$ cat src/rtl/dsp_slice_arbiter_pkg.sv
// Shared DSP bundle layout, opmode constants and arbiter state encoding.
package dsp_slice_arbiter_pkg;
    localparam int DSP_IN_W  = 92;
    localparam int DSP_OUT_W = 48;
    localparam int ID_W      = 3;

    localparam int OPMODE_LSB = 84;
    localparam int A_LSB      = 66;
    localparam int B_LSB      = 48;
    localparam int C_LSB      = 0;

    // Z=P with X=Y=0: the slice recirculates P, i.e. holds its value.
    localparam logic [7:0] DSP_NOP      = 8'h20;
    localparam logic [7:0] DSP_XIN_MULT = 8'h05;
    localparam logic [7:0] DSP_ZIN_POUT = 8'h20;

    localparam logic [DSP_IN_W-1:0] DSP_NOP_BUNDLE = {DSP_NOP, 84'b0};

    typedef enum logic {
        ST_IDLE,
        ST_OWNED
    } arb_state_e;
endpackage

$ cat src/rtl/dsp_slice_arbiter_rr_pick.sv
// Round-robin pick: rotate requests so ptr sits at bit 0, then take the lowest set bit.
module rr_pick
    import dsp_slice_arbiter_pkg::*;
#(
    parameter int N = 4
) (
    input  logic [N-1:0]    req,
    input  logic [ID_W-1:0] ptr,
    output logic            any,
    output logic [ID_W-1:0] idx
);
    logic [2*N-1:0] dbl_sh;
    logic [N-1:0]   rot;
    logic [ID_W:0]  off;
    logic [ID_W:0]  sum;

    assign dbl_sh = {req, req} >> ptr;
    assign rot    = dbl_sh[N-1:0];

    always_comb begin
        any = 1'b0;
        off = '0;
        for (int j = N - 1; j >= 0; j--) begin
            if (rot[j]) begin
                any = 1'b1;
                off = (ID_W+1)'(j);
            end
        end
        sum = {1'b0, ptr} + off;
        if (sum >= (ID_W+1)'(N))
            sum = sum - (ID_W+1)'(N);
        idx = sum[ID_W-1:0];
    end
endmodule

$ cat src/rtl/dsp_slice_arbiter.sv
// Round-robin owner of the shared L/R DSP slice pair with a hold watchdog.
module dsp_slice_arbiter
    import dsp_slice_arbiter_pkg::*;
#(
    parameter int N_CLIENTS      = 4,
    parameter int TIMEOUT_CYCLES = 1024,
    parameter int CNT_W          = 11
) (
    input  logic                          clk,
    input  logic                          reset,
    input  logic [N_CLIENTS-1:0]          req,
    input  logic [N_CLIENTS-1:0]          rel,
    output logic [N_CLIENTS-1:0]          grant,
    output logic                          busy,
    output logic [ID_W-1:0]               owner_id,
    output logic                          timeout_err,
    output logic [ID_W-1:0]               timeout_id,
    input  logic [N_CLIENTS*DSP_IN_W-1:0] cl_ins_flat_l,
    input  logic [N_CLIENTS*DSP_IN_W-1:0] cl_ins_flat_r,
    output logic [DSP_OUT_W-1:0]          cl_outs_flat_l,
    output logic [DSP_OUT_W-1:0]          cl_outs_flat_r,
    output logic [DSP_IN_W-1:0]           dsp_ins_flat_l,
    output logic [DSP_IN_W-1:0]           dsp_ins_flat_r,
    input  logic [DSP_OUT_W-1:0]          dsp_outs_flat_l,
    input  logic [DSP_OUT_W-1:0]          dsp_outs_flat_r
);
    arb_state_e             state_q, state_n;
    logic [N_CLIENTS-1:0]   grant_n;
    logic                   busy_n, terr_n;
    logic [ID_W-1:0]        owner_n, tid_n, ptr_q, ptr_n;
    logic [CNT_W-1:0]       cnt_q, cnt_n;
    logic                   pick_any, own_rel, wd_hit;
    logic [ID_W-1:0]        pick_idx;

    rr_pick #(.N(N_CLIENTS)) u_pick (
        .req (req),
        .ptr (ptr_q),
        .any (pick_any),
        .idx (pick_idx)
    );

    // grant is one-hot on the owner, so masking with it selects the owner's bits.
    assign own_rel = (|(rel & grant)) | ~(|(req & grant));
    assign wd_hit  = (TIMEOUT_CYCLES != 0) && (cnt_q == CNT_W'(TIMEOUT_CYCLES - 1));

    always_comb begin
        state_n = state_q;
        grant_n = grant;
        busy_n  = busy;
        owner_n = owner_id;
        terr_n  = 1'b0;
        tid_n   = timeout_id;
        ptr_n   = ptr_q;
        cnt_n   = cnt_q;
        case (state_q)
            ST_IDLE: begin
                if (pick_any) begin
                    state_n = ST_OWNED;
                    grant_n = {{(N_CLIENTS-1){1'b0}}, 1'b1} << pick_idx;
                    busy_n  = 1'b1;
                    owner_n = pick_idx;
                    cnt_n   = '0;
                end
            end
            ST_OWNED: begin
                if (own_rel || wd_hit) begin
                    state_n = ST_IDLE;
                    grant_n = '0;
                    busy_n  = 1'b0;
                    owner_n = '0;
                    ptr_n   = (owner_id == ID_W'(N_CLIENTS - 1)) ? '0 : owner_id + 1'b1;
                    if (!own_rel) begin
                        terr_n = 1'b1;
                        tid_n  = owner_id;
                    end
                end else begin
                    cnt_n = cnt_q + 1'b1;
                end
            end
            default: state_n = ST_IDLE;
        endcase
    end

    always_ff @(posedge clk or posedge reset) begin
        if (reset) begin
            state_q     <= ST_IDLE;
            grant       <= '0;
            busy        <= 1'b0;
            owner_id    <= '0;
            timeout_err <= 1'b0;
            timeout_id  <= '0;
            ptr_q       <= '0;
            cnt_q       <= '0;
        end else begin
            state_q     <= state_n;
            grant       <= grant_n;
            busy        <= busy_n;
            owner_id    <= owner_n;
            timeout_err <= terr_n;
            timeout_id  <= tid_n;
            ptr_q       <= ptr_n;
            cnt_q       <= cnt_n;
        end
    end

    // Slices see only the owner's bundles; NOP otherwise, including straight out of reset.
    always_comb begin
        dsp_ins_flat_l = DSP_NOP_BUNDLE;
        dsp_ins_flat_r = DSP_NOP_BUNDLE;
        for (int i = 0; i < N_CLIENTS; i++) begin
            if (grant[i]) begin
                dsp_ins_flat_l = cl_ins_flat_l[i*DSP_IN_W +: DSP_IN_W];
                dsp_ins_flat_r = cl_ins_flat_r[i*DSP_IN_W +: DSP_IN_W];
            end
        end
    end

    assign cl_outs_flat_l = dsp_outs_flat_l;
    assign cl_outs_flat_r = dsp_outs_flat_r;
endmodule

$ cat config.mk
export PLATFORM = sky130hd
export DESIGN_NAME = dsp_slice_arbiter
export DESIGN_NICKNAME = d
export VERILOG_FILES = /design/src/rtl/dsp_slice_arbiter_pkg.sv /design/src/rtl/dsp_slice_arbiter_rr_pick.sv /design/src/rtl/dsp_slice_arbiter.sv
export SDC_FILE = /design/constraint.sdc
export NUM_CORES = 1
export LEC_CHECK = 0
export ABC_AREA = 0
export ABC_CLOCK_PERIOD_IN_PS = 5000
export CORE_AREA = 2 2 446 448
export CTS_BUF_LIST = sky130_fd_sc_hd__clkbuf_4
export CTS_CLUSTER_DIAMETER = 200
export DETAILED_ROUTE_END_ITERATION = 8
export DIE_AREA = 0 0 448 450
export PLACE_DENSITY = 0.33
export SKIP_CTS_REPAIR_TIMING = 1
export SYNTH_ARGS = -nofsm -noshare
export SYNTH_HDL_FRONTEND = slang
export SYNTH_SLANG_ARGS = --single-unit
$ cat constraint.sdc
create_clock -name clk -period 5 [get_ports clk]
set_clock_uncertainty 0.2 [all_clocks]
set_input_delay 0.75 -clock clk [delete_from_list [all_inputs] [get_ports clk]]
set_output_delay 0.75 -clock clk [all_outputs]
set_load 0.05 [all_outputs]
==> After elaboration in Yosys (flattened, before gate mapping) <==
Cells that the tools add are included.
Widths: inputs -> output; s select.
{ "word_totals": {"ram_bits": 0, "mem_bits_ro": 0, "register_bits": 27, "n_memories": 0, "latch_bits": 0, "in_bits": 842} }
{ "classes": {"n_bitwise": 6, "shifts": 2, "muxes": 36, "n_lt_le_gt_ge": 1, "multipliers": 0, "n_reduce_logical": 7, "div_mod_pow": 0, "n_addsub": 4, "eq_ne": 5} }
{ "ops": {"columns": ["operator", "count"], "rows": [
  ["$mux 92", 8],
  ["$mux 11", 2],
  ["$pmux 11 s2", 1],
  ["$mux 3", 4],
  ["$add 11x1->11 const B", 1],
  ["$eq 11x10->1 const B", 1],
  ["$mux 1", 11],
  ["$and 4x4->4", 2],
  ["$mux 2", 4],
  ["$mux 4", 2],
  ["$pmux 4 s2", 1],
  ["$reduce_or 4->1", 2],
  ["$shr 8x3->4", 1],
  ["$pmux 3 s2", 1],
  ["$reduce_and 2->1", 3],
  ["$add 3x2->4", 1],
  ["$ge 4x3->1 const B", 1],
  ["$ne 2x2->1 const B", 2],
  ["$pmux 1 s2", 2],
  ["$shl 1x3->4 const A", 1],
  ["$add 3x1->3 const B", 1],
  ["$eq 3x2->1 const B", 1],
  ["$not 1->1", 3],
  ["$reduce_and 3->1", 1],
  ["other kinds (4)", 4]
]} }

==> Longest topological paths before layout <==
Gate-level depths: netlist (run 1).
{ "depth": {"depth_word": 11, "mapped_depth": 11, "ltp_nobuf": 10} }

==> Hierarchy <==
A second synthesis (run 1) with hierarchy kept.
{ "unflattened": {"cells_unflattened": 1113, "area_unflattened_um2": 7633.6} }
{ "by_module_without_submodules": {"columns": ["mod", "cells_per_inst", "area_per_inst_um2", "instances", "seq_area_each_um2"], "rows": [
  ["dsp_slice_arbiter", 1082, 7397.1, 1, 675.6],
  ["rr_pick", 31, 236.5, 1, 0.0]
]} }

==> Least setup slack after synthesis (run 1) <==
OpenSTA, ideal clock, no wires.
{ "synth_timing": {"kind": "reg2out", "start": "register grant[0]", "end": "output dsp_ins_flat_l[0]", "arrival_ns": 2.792, "path_slack_ns": 1.258, "stages_incl_launch_ff": 8, "n_path_buf": 4, "cell_sequence": "dfrtp_1 > buf_2 > nor2b_1 > buf_2 > buf_2 > buf_4 > a221oi_1 > o31ai_1"} }
{ "synth_via": {"elab_chain_cells": 4} }
{ "synth_rtl": {"columns": ["element", "line", "text"], "rows": [
  ["from (decl)", "dsp_slice_arbiter.sv:13", "output logic [N_CLIENTS-1:0] grant,"],
  ["from (signal assigned)", "dsp_slice_arbiter.sv:96", "grant <= grant_n;"],
  ["$mux 92 (4 in series)", "dsp_slice_arbiter.sv:111", "if (grant[i]) begin"],
  ["to (decl)", "dsp_slice_arbiter.sv:22", "output logic [DSP_IN_W-1:0] dsp_ins_flat_l,"]
]} }
Every way passes these cells.

==> Worst setup path in the final report (run 1) <==
{ "layout_timing": {"start": "register grant[1]", "end": "output dsp_ins_flat_r[28]"} }
{ "layout_via": {"elab_chain_cells": 3} }
{ "layout_rtl": {"columns": ["element", "line", "text"], "rows": [
  ["$mux 92 (3 in series)", "dsp_slice_arbiter.sv:111", null],
  ["to (decl)", "dsp_slice_arbiter.sv:23", "output logic [DSP_IN_W-1:0] dsp_ins_flat_r,"]
]} }
Every way passes these cells.

==> impl_metrics.py, run 1 <==
metrics = {
    "run_status": {
        "run_status": "complete, no violations",
    },
    "setup_path": {
        "path_class": "reg -> out",
        "start_kind": "flop",
        "reg2reg_from": "ptr_q[2]",
        "worst_r2r_path_depth": 9,
        "required_ns": 4.05,
        "worst-r2r-setup-slack_ns": 1.85,
        "path_max_fanout": 39,
        "cp_data_arrival_time_ns": 3.69,
        "critPathLaunch": "grant[1]",
        "endpoint_kind": "output pin",
        "timing.rr.end": "grant[1]",
    },
    "synth": {
        "yosys.area.top_type": "a221oi_1",
        "avgSynthCellArea_um2": 6.98,
        "async_flop_share_pct": 100,
        "synth_ff_type": "dfrtp_1",
        "ys_types": 66,
        "synthMuxAreaShare_pct": 1.87,
        "synth_fa_ha_area_share_pct": 0.880,
        "synthSimpleGateAreaFrac_pct": 27.7,
        "synth_xor_area_share_pct": 0,
        "yosys_warnings": 0,
        "synth-seq-cells": 27,
        "synth_edf_count": 0,
        "synthTopCellsByArea": "a221oi_1 (20%), o31ai_1 (18%), nor2b_1 (14%), buf_4 (10%), nand2_1 (9.0%)",
        "ys_seq_area_share_pct": 8.48,
        "syn_inst": 1141,
        "synth.most_common_cell": "nand2_1",
        "synth_compound_area_share_pct": 43.8,
        "synth.top_cell.area_share_pct": 19.9,
        "synth_nets": 1988,
        "ys_top_cells_by_count": "nand2_1 (191), o31ai_1 (187), nor2b_1 (183), a221oi_1 (181), buf_4 (108)",
        "mappedNetlistArea_um2": 7960,
        "synth_top_family_by_area": "compound AO/OA/AOI/OAI gates",
    },
    "layout": {
        "final_cells": 4552,
        "nNetsFinal": 2744,
        "drive_above_1_share_pct": 6.49,
        "final_area_um2": 19800,
        "syn_to_final_growth_pct": 148,
        "final_core_utilization_pct": 10.1,
    },
    "global_route": {
        "grt_pass1_wl_um": 173000,
        "grt_use_met1_pct": 14.9,
        "busiest_layer": "met2",
        "grt_use_total_pct": 13.6,
        "grt_overflow": 0,
        "antenna_found_initial": 191,
        "gr-usage-met3_pct": 4.95,
        "grt_start_max_net_pins": 111,
        "grt.met2_usage_pct": 25.8,
        "first_global_vias": 12989,
    },
    "detailed_routing": {
        "vias_per_cell": 3.00,
        "drtIter0Drc": 866,
        "wl_per_cell_um": 32.0,
        "drtPass1Iterations": 5,
        "ant_nets": 0,
        "wl_um": 146000,
        "num_vias": 13658,
        "drc_errors": 0,
    },
    "timing": {
        "tightest_slew_ns": 1.37,
        "slew_viol_final": 0,
        "max_freq_mhz": 216,
        "setup_slack_ns": 0.364,
        "min_period_ns": 4.64,
        "finalHoldViolCount": 0,
        "timing.final.crit_share_pct": 92.7,
        "finalSetupViolCount": 0,
        "finalSetupTns_ns": 0,
        "relSlewSlack_pct": 8.43,
        "holdWs_ns": 0.287,
        "rsz0062_at_grt": "false",
    },
    "worst_hold_path": {
        "worstHoldStart": "cnt_q[5]",
        "hold_path_class": "reg -> reg",
        "min_path_cells": 1,
        "whs_endpoint": "cnt_q[5]",
    },
    "floorplanning": {
        "num_rows": 163,
        "die_area_um2": 202000,
        "dieHeight_um": 450,
        "die_x_um": 448,
        "start_util_pct": 4.05,
        "core-area_um2": 197000,
        "io_pins": 1134,
    },
    "job": {
        "max_cap_viol_count": 0,
    },
    "power": {
        "power_mw": 8.47,
        "power.leakage_nw": 5.95,
        "vdd_ir_drop_max_mv": 0.171,
        "pwr_density_cell_nw_per_um2": 428,
    },
    "placement": {
        "dp_cells": 4532,
        "post-dp-hpwl_um": 135000,
        "io_buffers": 941,
        "placed_area_um2": 19700,
        "gp_congestion": 0.896,
        "place_ws_ns": 0.623,
    },
    "clock_tree": {
        "cts_sinks": 27,
        "cts_tree": "yes",
        "path_clk_slew_ns": 0.17,
        "cts_root_buf": "clkbuf_4",
        "cts_inserted_buffers": 3,
        "htreeDepth": 1,
        "clock_latency_ns": 0.35,
        "cts_max_path_buffers": 2,
    },
}
==> flip-flops by register name, indices dropped and copies added, names as in the netlist <==
name / count
cnt_q: 11
grant: 4
owner_id: 3
ptr_q: 3
timeout_id: 3
busy: 1
state_q: 1
timeout_err: 1
==> metal layers <==
layer / up-vias / part of all wire (%)
met3: 353 / 9.4
met2: 1005 / 52
met1: 6423 / 37
met5: - / 0.22
met4: 50 / 1.8
li1: 5827 / -
==> power breakdown <==
part           internal, mW  switching [mW]
logic                  2.54            5.41
registers             0.259           0.146
clock network        0.0302          0.0747
total                  2.83            5.63
==> worst max-delay path, cell delays in order (launching register included) <==
cell and delay, ns:
dfrtp_4 0.64, buf_4 0.44, buf_4 0.49, a221oi_1 0.19, o31ai_1 0.55, clkdlybuf4s50_1 0.98
==> how the worst max path moves through the flow <==
stage | depth (start not counted) | endpoint
after floorplan | 7 | dsp_ins_flat_l[0]
after global placement | 5 | dsp_ins_flat_r[28]
after detailed placement | 5 | dsp_ins_flat_r[28]
after CTS | 5 | dsp_ins_flat_r[28]
after global routing | 5 | dsp_ins_flat_r[28]
final | 5 | dsp_ins_flat_r[28]
==> logic make-up after synthesis <==
| family | after synthesis |
|---|---|
| adders and majority gates | 5 |
| muxes | 14 |
| buffers and inverters | 244 |
| and+or+nand+nor | 426 |
| AOI/OAI and AO/OA | 425 |
| DFF | 27 |
==> final cells by class <==
type | count | area, µm²
Sequential cell | 27 | 687
Fill cell | 23058 | 177000
Clock inverter | 1 | 5.00
Timing Repair Buffer | 985 | 9760
Antenna cell | 16 | 40.0
Tap cell | 2640 | 3300
Clock buffer | 3 | 22.5
Multi-Input combinational cell | 870 | 5930
Inverter | 10 | 37.5
==> layout by cell type, fill, tap and decap left out, types with 8 or more instances in the layout <==
master           synthesis  layout
clkdlybuf4s50_1          0     890
nand2_1                191     191
buf_4                  108      84
o31ai_1                187     187
nand4_1                  8       8
buf_12                   0      11
dfrtp_1                 27      24
diode_2                  0      16
nand3_1                 12      12
nor2b_1                183     182
inv_1                    9       9
a221oi_1               181     180
No activity file was read; power rests on OpenSTA's default activity.
==> inputs of run 2 (changes only) <==
--- a/config.mk
+++ b/config.mk
@@ -8,7 +8,6 @@
 export ABC_AREA = 0
 export ABC_CLOCK_PERIOD_IN_PS = 5000
 export CORE_AREA = 2 2 446 448
-export CTS_BUF_LIST = sky130_fd_sc_hd__clkbuf_4
 export CTS_CLUSTER_DIAMETER = 200
 export DETAILED_ROUTE_END_ITERATION = 8
 export DIE_AREA = 0 0 448 450
==> run 2 against run 1 <==
Non-clock buffer count stayed put. Largest power group unchanged. Core utilization hardly changed. Clock power up 81%. Sequential power barely moved. Hold slack got worse by 0.011 ns. Critical path depth is the same. Critical endpoint unchanged. Power grew 1.1%. First-iteration DRC count did not move. Global-route usage is essentially flat. Sequential share of layout area hardly changed. Worst setup slack lost 0.0093 ns. Routed wire length hardly changed.
==> impl_metrics.py, run 2 (same netlist as run 1, synthesis figures left out) <==
metrics = {
    "layout": {
        "layout_commonest_cell": "clkdlybuf4s50_1",
        "final_core_utilization_pct": 10.1,
        "largest-register": "cnt_q",
        "largest_reg_flops": 11,
        "nNetsFinal": 2744,
        "layout_common_cells": "clkdlybuf4s50_1 (890), nand2_1 (191), o31ai_1 (187)",
        "top_regs": "cnt_q (11), grant (4)",
        "syn_to_final_growth_pct": 149,
        "drive_above_1_share_pct": 6.49,
        "final_area_um2": 19800,
    },
    "detailed_routing": {
        "num_vias": 13600,
        "wl_per_cell_um": 32.0,
        "drc_errors": 0,
        "wl_um": 146000,
        "ant_nets": 0,
        "drtPass1Iterations": 5,
        "vias_per_cell": 2.99,
        "drtIter0Drc": 866,
    },
    "floorplanning": {
        "start_util_pct": 4.05,
        "io_pins": 1134,
        "num_rows": 163,
        "dieHeight_um": 450,
        "core-area_um2": 197000,
        "die_area_um2": 202000,
        "die_x_um": 448,
    },
    "timing": {
        "rsz0062_at_grt": "false",
        "relSlewSlack_pct": 27.3,
        "tightest_slew_ns": 1.09,
        "timing.final.crit_share_pct": 92.9,
        "slew_viol_final": 0,
        "finalSetupTns_ns": 0,
        "max_freq_mhz": 215,
        "holdWs_ns": 0.276,
        "finalSetupViolCount": 0,
        "min_period_ns": 4.65,
        "setup_slack_ns": 0.355,
        "finalHoldViolCount": 0,
    },
    "setup_path": {
        "path_max_fanout": 39,
        "reg2reg_from": "ptr_q[0]",
        "endpoint_kind": "output pin",
        "start_kind": "flop",
        "required_ns": 4.05,
        "critPathLaunch": "grant[1]",
        "path_class": "reg -> out",
        "cp_data_arrival_time_ns": 3.70,
    },
    "run_status": {
        "run_status": "complete, no violations",
    },
    "worst_hold_path": {
        "worstHoldStart": "cnt_q[5]",
        "hold_path_class": "reg -> reg",
    },
    "placement": {
        "gp_congestion": 0.896,
        "place_ws_ns": 0.623,
        "placed_area_um2": 19700,
        "io_buffers": 941,
        "post-dp-hpwl_um": 135000,
    },
    "clock_tree": {
        "cts_tree": "yes",
        "cts_sinks": 27,
        "cts_root_buf": "clkbuf_16",
        "cts_max_path_buffers": 2,
        "path_clk_slew_ns": 0.07,
        "cts_inserted_buffers": 3,
        "htreeDepth": 1,
        "clock_latency_ns": 0.27,
    },
    "global_route": {
        "grt_use_total_pct": 13.6,
        "first_global_vias": 12946,
        "grt_start_max_net_pins": 111,
        "grt_overflow": 0,
        "grt_pass1_wl_um": 173000,
        "antenna_found_initial": 194,
    },
    "power": {
        "vdd_ir_drop_max_mv": 0.171,
        "power.leakage_nw": 5.97,
        "pwr_density_cell_nw_per_um2": 432,
    },
    "job": {
        "max_cap_viol_count": 0,
    },
}
-- run 2: final cells by class --
cell class              instances  area [µm²]
clock inverters                 1        5.00
multi-input cells             870        5930
fillers                     23045      177000
well taps                    2640        3300
clock buffers                   3        75.1
diodes                         14        35.0
repair buffers                985        9760
inverters                      10        37.5
flip-flops and latches         27         687
-- run 2: critical path, stage by stage (launching register included) --
cell,delay (ns)
dfrtp_4,0.60
buf_4,0.44
buf_4,0.49
a221oi_1,0.20
o31ai_1,0.66
clkdlybuf4s50_1,1.00
-- run 2: metrics by stage --
step	total power, mW	std cells
floorplan	4.95	1141
global placement	8.55	4532
detailed placement	8.53	4532
CTS	8.75	4536
global route	9.04	4538
finish	8.56	4550
-- run 2: report_power, final --
group	internal, mW	total (mW)	switching (mW)
logic	2.54	7.97	5.42
clock network	0.108	0.190	0.0821
registers	0.259	0.403	0.144
-- run 2: routing by layer --
metal,vias to the layer above,GRT usage (%),share of wire (%)
li1,5831,-,-
met1,6321,14.5,36
met2,1006,25.8,52
met3,382,5.63,10
met4,60,0.947,2.0
met5,-,0,0.25
-- run 2: worst paths after layout --
kind / to / slack [ns] / cells past startpoint
hold / removal: cnt_q[5] / 0.28 / 1
max in group asynchronous: grant[2] / 3.62 / 3
setup / recovery: dsp_ins_flat_r[28] / 0.35 / 5
setup reg to reg: grant[1] / 1.92 / 9
min in group asynchronous: timeout_err / 0.66 / 3
hold reg to reg: cnt_q[5] / 0.28 / 1
==> inputs of run 3 (changes only) <==
--- a/config.mk
+++ b/config.mk
@@ -12,6 +12,7 @@
 export DETAILED_ROUTE_END_ITERATION = 8
 export DIE_AREA = 0 0 448 450
 export PLACE_DENSITY = 0.33
+export REMOVE_ABC_BUFFERS = 1
 export SKIP_CTS_REPAIR_TIMING = 1
 export SYNTH_ARGS = -nofsm -noshare
 export SYNTH_HDL_FRONTEND = slang
==> run 3 against run 2 <==
Final area decreased by 0.17%. Fmax grew 7.1%. Routed wire length shrank 0.30%. Cell count grew 0.18%. Global-route usage shrank 0.074 points. Count of clock-buffer cells in the layout stayed put. Power rose by 5.8%. Clock power rose by 2%. Sequential cell count did not move. Critical path type unchanged. Critical endpoint is now dsp_ins_flat_r[45]. Largest cell class unchanged.
==> impl_metrics.py, run 3 (same netlist as run 1, synthesis figures left out) <==
metrics = {
    "setup_path": {
        "path_max_fanout": 38,
        "cp_data_arrival_time_ns": 3.39,
        "crit_family": "buffers and inverters",
        "slowest_delay_ns": 0.99,
        "worst-r2r-setup-slack_ns": 1.92,
        "path_class": "reg -> out",
        "endpoint_kind": "output pin",
        "path_cells": "buf_4, buf_4, a221oi_1, o31ai_1, clkdlybuf4s50_1",
        "path_common_cell": "buf_4",
        "path_buf_inv": 3,
        "start_kind": "flop",
        "required_ns": 4.05,
        "critical-path-slowest-cell": "clkdlybuf4s50_1",
    },
    "global_route": {
        "antenna_found_initial": 57,
        "grt_pass1_wl_um": 174000,
        "grt_use_total_pct": 13.6,
        "grt_start_max_net_pins": 101,
        "first_global_vias": 13303,
        "grt_overflow": 0,
    },
    "detailed_routing": {
        "drtPass1Iterations": 5,
        "wl_per_cell_um": 31.9,
        "drc_errors": 0,
        "wl_um": 145000,
        "vias_per_cell": 2.94,
        "drtIter0Drc": 1057,
        "num_vias": 13415,
        "ant_nets": 0,
    },
    "worst_hold_path": {
        "hold_path_class": "reg -> reg",
    },
    "clock_tree": {
        "path_clk_slew_ns": 0.07,
        "cts_sinks": 27,
        "cts_tree": "yes",
        "cts_inserted_buffers": 3,
        "cts_root_buf": "clkbuf_16",
        "clock_latency_ns": 0.26,
        "htreeDepth": 1,
        "cts_max_path_buffers": 2,
    },
    "timing": {
        "relSlewSlack_pct": 37.0,
        "max_freq_mhz": 231,
        "rsz0062_at_grt": "false",
        "slew_viol_final": 0,
        "finalSetupTns_ns": 0,
        "finalHoldViolCount": 0,
        "min_period_ns": 4.34,
        "timing.final.crit_share_pct": 86.7,
        "setup_slack_ns": 0.664,
        "finalSetupViolCount": 0,
        "tightest_slew_ns": 0.945,
    },
    "power": {
        "vdd_ir_drop_max_mv": 0.189,
        "pwr_density_cell_nw_per_um2": 458,
        "power.leakage_nw": 6.09,
    },
    "floorplanning": {
        "core-area_um2": 197000,
        "num_rows": 163,
        "die_area_um2": 202000,
        "start_util_pct": 4.05,
        "die_x_um": 448,
        "dieHeight_um": 450,
        "io_pins": 1134,
    },
    "layout": {
        "layout_common_cells": "clkdlybuf4s50_1 (848), nand2_1 (191), o31ai_1 (187)",
        "drive_above_1_share_pct": 9.18,
        "nNetsFinal": 2755,
        "largest_reg_flops": 11,
        "top_regs": "cnt_q (11), grant (4)",
        "layout_commonest_cell": "clkdlybuf4s50_1",
        "largest-register": "cnt_q",
        "syn_to_final_growth_pct": 149,
    },
    "placement": {
        "post-dp-hpwl_um": 128000,
        "io_buffers": 941,
        "place_ws_ns": 0.781,
        "gp_congestion": 0.918,
    },
    "run_status": {
        "run_status": "complete, no violations",
    },
    "job": {
        "max_cap_viol_count": 0,
    },
}
run 3: cell count changes in the layout (fill, tap and decap cells not counted):
cell             previous run  this run
buf_4                      84       137
clkdlybuf4s50_1           890       848
diode_2                    14        11
a221oi_1                  180       181
a221oi_2                    1         0
clkinv_2                    1         0
clkinvlp_4                  0         1
run 3: final cells by class:
| class | instances | area (µm²) |
|---|---|---|
| flip-flops and latches | 27 | 687 |
| fillers | 23070 | 177000 |
| well taps | 2640 | 3300 |
| diodes | 11 | 27.5 |
| clock inverters | 1 | 7.51 |
| inverters | 10 | 37.5 |
| repair buffers | 996 | 9740 |
| multi-input cells | 870 | 5920 |
| clock buffers | 3 | 75.1 |
run 3: worst paths after layout:
kind,from,endpoint,depth (start not counted)
setup / recovery,grant[2],dsp_ins_flat_r[45],5
hold / removal,cnt_q[5],cnt_q[5],1
setup reg to reg,ptr_q[0],grant[1],9
hold reg to reg,cnt_q[5],cnt_q[5],1
max in group asynchronous,reset,cnt_q[1],3
min in group asynchronous,reset,timeout_id[0],2
run 3: stage by stage:
step	hold WS (ns)	power (mW)	area [µm²]	instances	utilization, %
2_1_floorplan	0.237	4.88	6630	907	-
3_3_place_gp	0.262	9.26	19700	4543	10.0
3_5_place_dp	0.272	9.23	19700	4543	10.0
4_1_cts	0.283	9.47	19800	4547	10.1
5_1_grt	0.326	9.63	19800	4556	10.1
6_report	0.283	9.06	19800	4558	10.1
run 3: worst register-to-register path: stages, from the launching register on:
cell and delay (ns):
dfrtp_1 0.54, or4b_1 0.58, o211ai_1 0.13, a21oi_1 0.07, o311ai_1 0.26, ha_1 0.25
fa_1 0.49, a311oi_1 0.24, nand4_1 0.14, nand3_1 0.11
run 3: metal layers:
layer / wire length, µm / track usage (%) / part of all wire (%) / up-vias
met5: 621 / 1.92 / 0.43 / -
met4: 1300 / 1.29 / 0.89 / 20
met3: 18400 / 7.03 / 13 / 110
met2: 65600 / 21.5 / 45 / 843
met1: 59400 / 16.6 / 41 / 6602
li1: - / - / - / 5840
run 3: report_power, final:
group	switching [mW]	leakage (nW)	internal, mW
registers	0.127	0.357	0.259
logic	5.98	5.69	2.51
clock network	0.0853	0.0372	0.109
total	6.19	6.09	2.87
